## config.mk

```make
export PLATFORM = sky130hd
export DESIGN_NAME = din_deserializer
export DESIGN_NICKNAME = d
export VERILOG_FILES = /design/src/rtl/din_pkg.sv /design/src/rtl/din_input_sync.sv /design/src/rtl/din_deserializer.sv
export SDC_FILE = /design/constraint.sdc
export NUM_CORES = 1
export LEC_CHECK = 0
export CORE_UTILIZATION = 51
export CTS_CLUSTER_SIZE = 14
export DETAILED_ROUTE_END_ITERATION = 10
export GPL_ROUTABILITY_DRIVEN = 0
export GPL_TIMING_DRIVEN = 1
export PLACE_DENSITY = 0.75
export SLEW_MARGIN = 20
export SYNTH_ARGS = -nofsm -noshare
export SYNTH_HDL_FRONTEND = slang
export SYNTH_SLANG_ARGS = --single-unit
```

## constraint.sdc

```tcl
create_clock -name clk -period 2.3 [get_ports clk]
set_input_delay 0.46 -clock clk [delete_from_list [all_inputs] [get_ports clk]]
set_output_delay 0.46 -clock clk [all_outputs]
set_load 0.02 [all_outputs]
```

## src/rtl/din_pkg.sv

```systemverilog
// Shared types and constants for the serial DIN receive path.
package din_pkg;

  typedef enum logic [1:0] {
    IDLE  = 2'd0,
    SHIFT = 2'd1,
    DONE  = 2'd2
  } din_state_e;

  localparam int BYTE_BITS = 8;

  function automatic int cnt_width(input int word_bits);
    return (word_bits > 1) ? $clog2(word_bits) : 1;
  endfunction

endpackage

```

## src/rtl/din_input_sync.sv

```systemverilog
// Multi-stage flop synchroniser for a bundle of asynchronous single-bit inputs.
module din_input_sync #(
  parameter int WIDTH  = 3,
  parameter int STAGES = 2
) (
  input  logic             clk,
  input  logic             reset,
  input  logic [WIDTH-1:0] async_in,
  output logic [WIDTH-1:0] sync_out
);

  logic [WIDTH-1:0] stage_q [STAGES];
  logic [WIDTH-1:0] stage_d [STAGES];

  always_comb begin
    stage_d[0] = async_in;
    for (int i = 1; i < STAGES; i++) begin
      stage_d[i] = stage_q[i-1];
    end
  end

  always_ff @(posedge clk) begin
    for (int i = 0; i < STAGES; i++) begin
      if (reset) begin
        stage_q[i] <= '0;
      end else begin
        stage_q[i] <= stage_d[i];
      end
    end
  end

  assign sync_out = stage_q[STAGES-1];

endmodule

```

## src/rtl/din_deserializer.sv

```systemverilog
// Rebuilds SCLK/SYNC_n/DIN serial frames into parallel words on a valid/ready port.
module din_deserializer
  import din_pkg::*;
#(
  parameter int WORD_BITS   = 24,
  parameter bit LSB_FIRST   = 1'b1,
  parameter int SYNC_STAGES = 2
) (
  input  logic                 clk,
  input  logic                 reset,
  input  logic                 sclk_in,
  input  logic                 sync_n_in,
  input  logic                 din_in,
  output logic [WORD_BITS-1:0] word_data,
  output logic                 word_valid,
  input  logic                 word_ready,
  output logic                 frame_err,
  output logic                 overrun
);

  localparam int CNT_W   = cnt_width(WORD_BITS);
  localparam int N_BYTES = WORD_BITS / BYTE_BITS;
  localparam logic [CNT_W-1:0] LAST_BIT = CNT_W'(WORD_BITS - 1);

  logic [2:0] sync_bits;
  logic       sclk_s, sync_n_s, din_s;
  logic       sclk_rise;
  logic       load_attempt;

  din_state_e           state_q, state_d;
  logic                 sclk_prev_q, sclk_prev_d;
  logic                 armed_q, armed_d;
  logic [CNT_W-1:0]     bit_cnt_q, bit_cnt_d;
  logic [WORD_BITS-1:0] shift_q, shift_d;
  logic [WORD_BITS-1:0] word_data_q, word_data_d;
  logic                 word_valid_q, word_valid_d;
  logic                 frame_err_q, frame_err_d;
  logic                 overrun_q, overrun_d;

  din_input_sync #(
    .WIDTH (3),
    .STAGES(SYNC_STAGES)
  ) u_input_sync (
    .clk     (clk),
    .reset   (reset),
    .async_in({sclk_in, sync_n_in, din_in}),
    .sync_out(sync_bits)
  );

  assign {sclk_s, sync_n_s, din_s} = sync_bits;
  assign sclk_rise = sclk_s & ~sclk_prev_q;

  // The shift register fills in arrival order; with LSB-first bytes each byte lands bit-reversed.
  function automatic logic [WORD_BITS-1:0] order_bytes(input logic [WORD_BITS-1:0] raw);
    logic [WORD_BITS-1:0] res;
    res = raw;
    if (LSB_FIRST) begin
      for (int b = 0; b < N_BYTES; b++) begin
        for (int i = 0; i < BYTE_BITS; i++) begin
          res[b*BYTE_BITS+i] = raw[b*BYTE_BITS+BYTE_BITS-1-i];
        end
      end
    end
    return res;
  endfunction

  always_comb begin
    state_d      = state_q;
    sclk_prev_d  = sclk_s;
    armed_d      = armed_q | sync_n_s;
    bit_cnt_d    = bit_cnt_q;
    shift_d      = shift_q;
    word_data_d  = word_data_q;
    word_valid_d = word_valid_q;
    frame_err_d  = 1'b0;
    overrun_d    = 1'b0;
    load_attempt = 1'b0;

    // armed_q demands sync_n be seen high after reset, so a frame cut by reset is not resumed.
    case (state_q)
      IDLE: begin
        if (armed_q && !sync_n_s) begin
          bit_cnt_d = '0;
          state_d   = SHIFT;
        end
      end
      SHIFT: begin
        if (sync_n_s) begin
          frame_err_d = 1'b1;
          shift_d     = '0;
          state_d     = IDLE;
        end else if (sclk_rise) begin
          shift_d = {shift_q[WORD_BITS-2:0], din_s};
          if (bit_cnt_q == LAST_BIT) begin
            load_attempt = 1'b1;
            state_d      = DONE;
          end else begin
            bit_cnt_d = bit_cnt_q + CNT_W'(1);
          end
        end
      end
      DONE: begin
        if (sync_n_s) begin
          state_d = IDLE;
        end
      end
      default: state_d = IDLE;
    endcase

    if (load_attempt) begin
      if (!word_valid_q || word_ready) begin
        word_data_d  = order_bytes({shift_q[WORD_BITS-2:0], din_s});
        word_valid_d = 1'b1;
      end else begin
        overrun_d = 1'b1;
      end
    end else if (word_valid_q && word_ready) begin
      word_valid_d = 1'b0;
    end
  end

  always_ff @(posedge clk) begin
    if (reset) begin
      state_q      <= IDLE;
      sclk_prev_q  <= 1'b0;
      armed_q      <= 1'b0;
      bit_cnt_q    <= '0;
      shift_q      <= '0;
      word_data_q  <= '0;
      word_valid_q <= 1'b0;
      frame_err_q  <= 1'b0;
      overrun_q    <= 1'b0;
    end else begin
      state_q      <= state_d;
      sclk_prev_q  <= sclk_prev_d;
      armed_q      <= armed_d;
      bit_cnt_q    <= bit_cnt_d;
      shift_q      <= shift_d;
      word_data_q  <= word_data_d;
      word_valid_q <= word_valid_d;
      frame_err_q  <= frame_err_d;
      overrun_q    <= overrun_d;
    end
  end

  assign word_data  = word_data_q;
  assign word_valid = word_valid_q;
  assign frame_err  = frame_err_q;
  assign overrun    = overrun_q;

endmodule

```

==> metrics.txt <==
Worst Max-Slew Pin Slew=462 ps; width of the die=69.5 um; maximum clock frequency=563 MHz; Peak VDD IR=0.000417 V; Post-Synthesis Cells=229; CP endpoint kind=flop; diode count=0; hold path start=u_input_sync.stage_q[0][2]$_SDFF_PP0_; Setup Fix Bufs, Post-CTS=0; gr usage total=0.191; DP Worst Slack=385 ps; fin crit period=1780 ps; Worst Setup SP=bit_cnt_q[0]$_SDFFE_PP0P_; Clk pwr share=0.444; largest net degree at the start of global routing=32; Final Skew=9.78 ps; # rows=24; status=finished clean; final hold vios=0; Slowest cell on crit path=dfxtp_1; r2r worst-path depth=6; sequence of cells on the critical path=ha_1 -> and4b_1 -> and4_1 -> buf_12 -> mux2i_1 -> nor2_1; Resize count post-CTS=0; Yosys top cell by area=dfxtp_1; Register Area=about 1300 um^2; Synth top area share=0.560; required time worst endpoint=2520 ps; share of power burned in registers=0.533; Post-Syn Area=2320 um^2; Seq/Total Area, Yosys=0.560; initial antenna violation count=0; deepest clock path buffer count=2; worst setup path class=flop to flop; DRC viols=0; switching share of power=0.226; Total Die Area=approximately 4800 um^2; Top Ports=33; # fillers=358; setup ws final=523 ps; DRT iter0 DRCs=104; Max Slew Vio Count=0; CP delay by family, top=simple AND/OR/NAND/NOR gates; Setup violations, final=0; type of the worst min-delay path=flop to flop; CTS tree=done; MaxCap Viol Count=0; CP Max Fanout=24; CP arrival=about 2000 ps; CP Depth=6; most common cell after layout, fill and taps aside=dfxtp_1; CTS sink count=65; post-route ant nets=0; hpwl dp=around 2.5 mm; Starting Density=0.534; gr ovfl total=0; routed length per placed instance=12.9 um; Die H=69.5 um; synthesis-to-layout area growth=23.3%; H-tree depth=3; via count=1,715; layout cells sized above 1=0.0933; FF-to-FF Start=bit_cnt_q[0]$_SDFFE_PP0P_; pwr dens=744 nW/um^2; syn_nets=236; total negative slack=0 ps; number of global-route vias before repair=1,554; Port Buffers=32; first-pass GRT wire length=7.12 mm; syn avg cell area=10.2 um^2; clk slew on worst S/H paths=70 ps; area of the multi-input gates=937 um^2; yosys warns=0; max incr delay on CP=roughly 370 ps; RSZ-0062 raised after global routing=false; Core Box Area=4350 um^2; Routed WL=4.11 mm; Slew HR=0.688; first-pass detailed-route iteration total=4; worst skew pair latency=340 ps; NumNets Final=270; CP startpoint kind=flop; fin crit share=0.773; most frequent cells in the layout=65 x dfxtp_1, 53 x nor2_1, 31 x clkdlybuf4s50_1; P_int=roughly 1600 uW; register bit count reported by yosys=65; Leak=0.000991 uW; vias per cell=5.36; hold path depth=1; Area contributors post-synth=dfxtp_1 56%, mux2i_1 11%, nor2_1 8.6%; Clock Tree Root=clkbuf_8; Logic pwr share=0.023; total CTS buffers=9; count of distinct cell types in the synthesized netlist=30; Buf/Inv on CP=1; CTS Hold Buffers Added=0; NetSw=483 uW
-- cells in the mapped netlist, drive strengths merged --
library cell	instances
a21o	1
a21oi	2
a22oi	23
a311oi	1
a31oi	1
and2	1
and4	1
and4b	1
and4bb	1
buf	6
clkbuf	8
dfxtp	65
ha	1
inv	1
mux2	1
mux2i	25
nand2	8
nand2b	4
nand3	2
nand4b	2
nor2	53
nor2b	7
nor3	5
nor3b	2
nor4b	1
o21ai	4
o31ai	2
-- state kept, by name, indices dropped and copies added (netlist names) --
register and flops:
sclk_prev_q 1, u_input_sync.stage_q 6, frame_err 1, armed_q 1
word_valid 1, bit_cnt_q 5, shift_q 23, state_q 2
overrun 1, word_data 24
-- metal layers --
metal / part of all wire / wire length (um) / GRT usage
met5: 0 / 0 / 0
met4: 0.015 / 62 / 0.109
met3: 0.043 / 176 / 0.0654
met2: 0.44 / 1820 / 0.275
met1: 0.50 / 2050 / 0.250
-- stage by stage --
stage / hold slack [ps] / utilization / cell area (um^2) / instances / total power, uW
6_report: 437 / 0.658 / 2870 / 320 / 2130
3_3_place_gp: 419 / 0.614 / 2670 / 304 / 1210
2_1_floorplan: 414 / - / 2320 / 229 / 1200
4_1_cts: 439 / 0.658 / 2870 / 320 / 2150
5_1_grt: 451 / 0.658 / 2870 / 320 / 2200
3_5_place_dp: 423 / 0.614 / 2670 / 304 / 1210
-- layout make-up --
class	instances	share of cell area
clock inverters	7	0.0244
repair buffers	37	0.127
well taps	52	0.0227
inverters	1	0.00131
clock buffers	9	0.0432
multi-input cells	149	0.327
flip-flops and latches	65	0.454
-- final timing paths --
path,end,slack [ps]
hold reg to reg,u_input_sync.stage_q[1][2]$_SDFF_PP0_,440
hold / removal,u_input_sync.stage_q[1][2]$_SDFF_PP0_,440
setup reg to reg,word_data[19]$_SDFFE_PP0P_,520
setup / recovery,word_data[19]$_SDFFE_PP0P_,520
-- worst register-to-register path, stage by stage (launching register included) --
cell and delay, ps:
dfxtp_1 370, ha_1 240, and4b_1 300, and4_1 260
buf_12 210, mux2i_1 240, nor2_1 50
-- cells by family after synthesis --
| logic type | count (synthesis) | share of synthesized area |
|---|---|---|
| and+or+nand+nor | 88 | 0.182 |
| DFF | 65 | 0.560 |
| AOI/OAI and AO/OA | 34 | 0.103 |
| muxes | 26 | 0.112 |
| buffers and inverters | 15 | 0.0371 |
| adders and majority gates | 1 | 0.00538 |
-- power groups by stage --
stage | clock network (uW) | registers [uW] | logic [uW]
floorplan | 0 | 1160 | 33.1
global placement | 0 | 1160 | 49.0
detailed placement | 0 | 1160 | 49.2
CTS | 965 | 1140 | 49.3
global route | 1010 | 1140 | 54.4
finish | 946 | 1140 | 48.8
No activity file was read; power rests on OpenSTA's default activity.
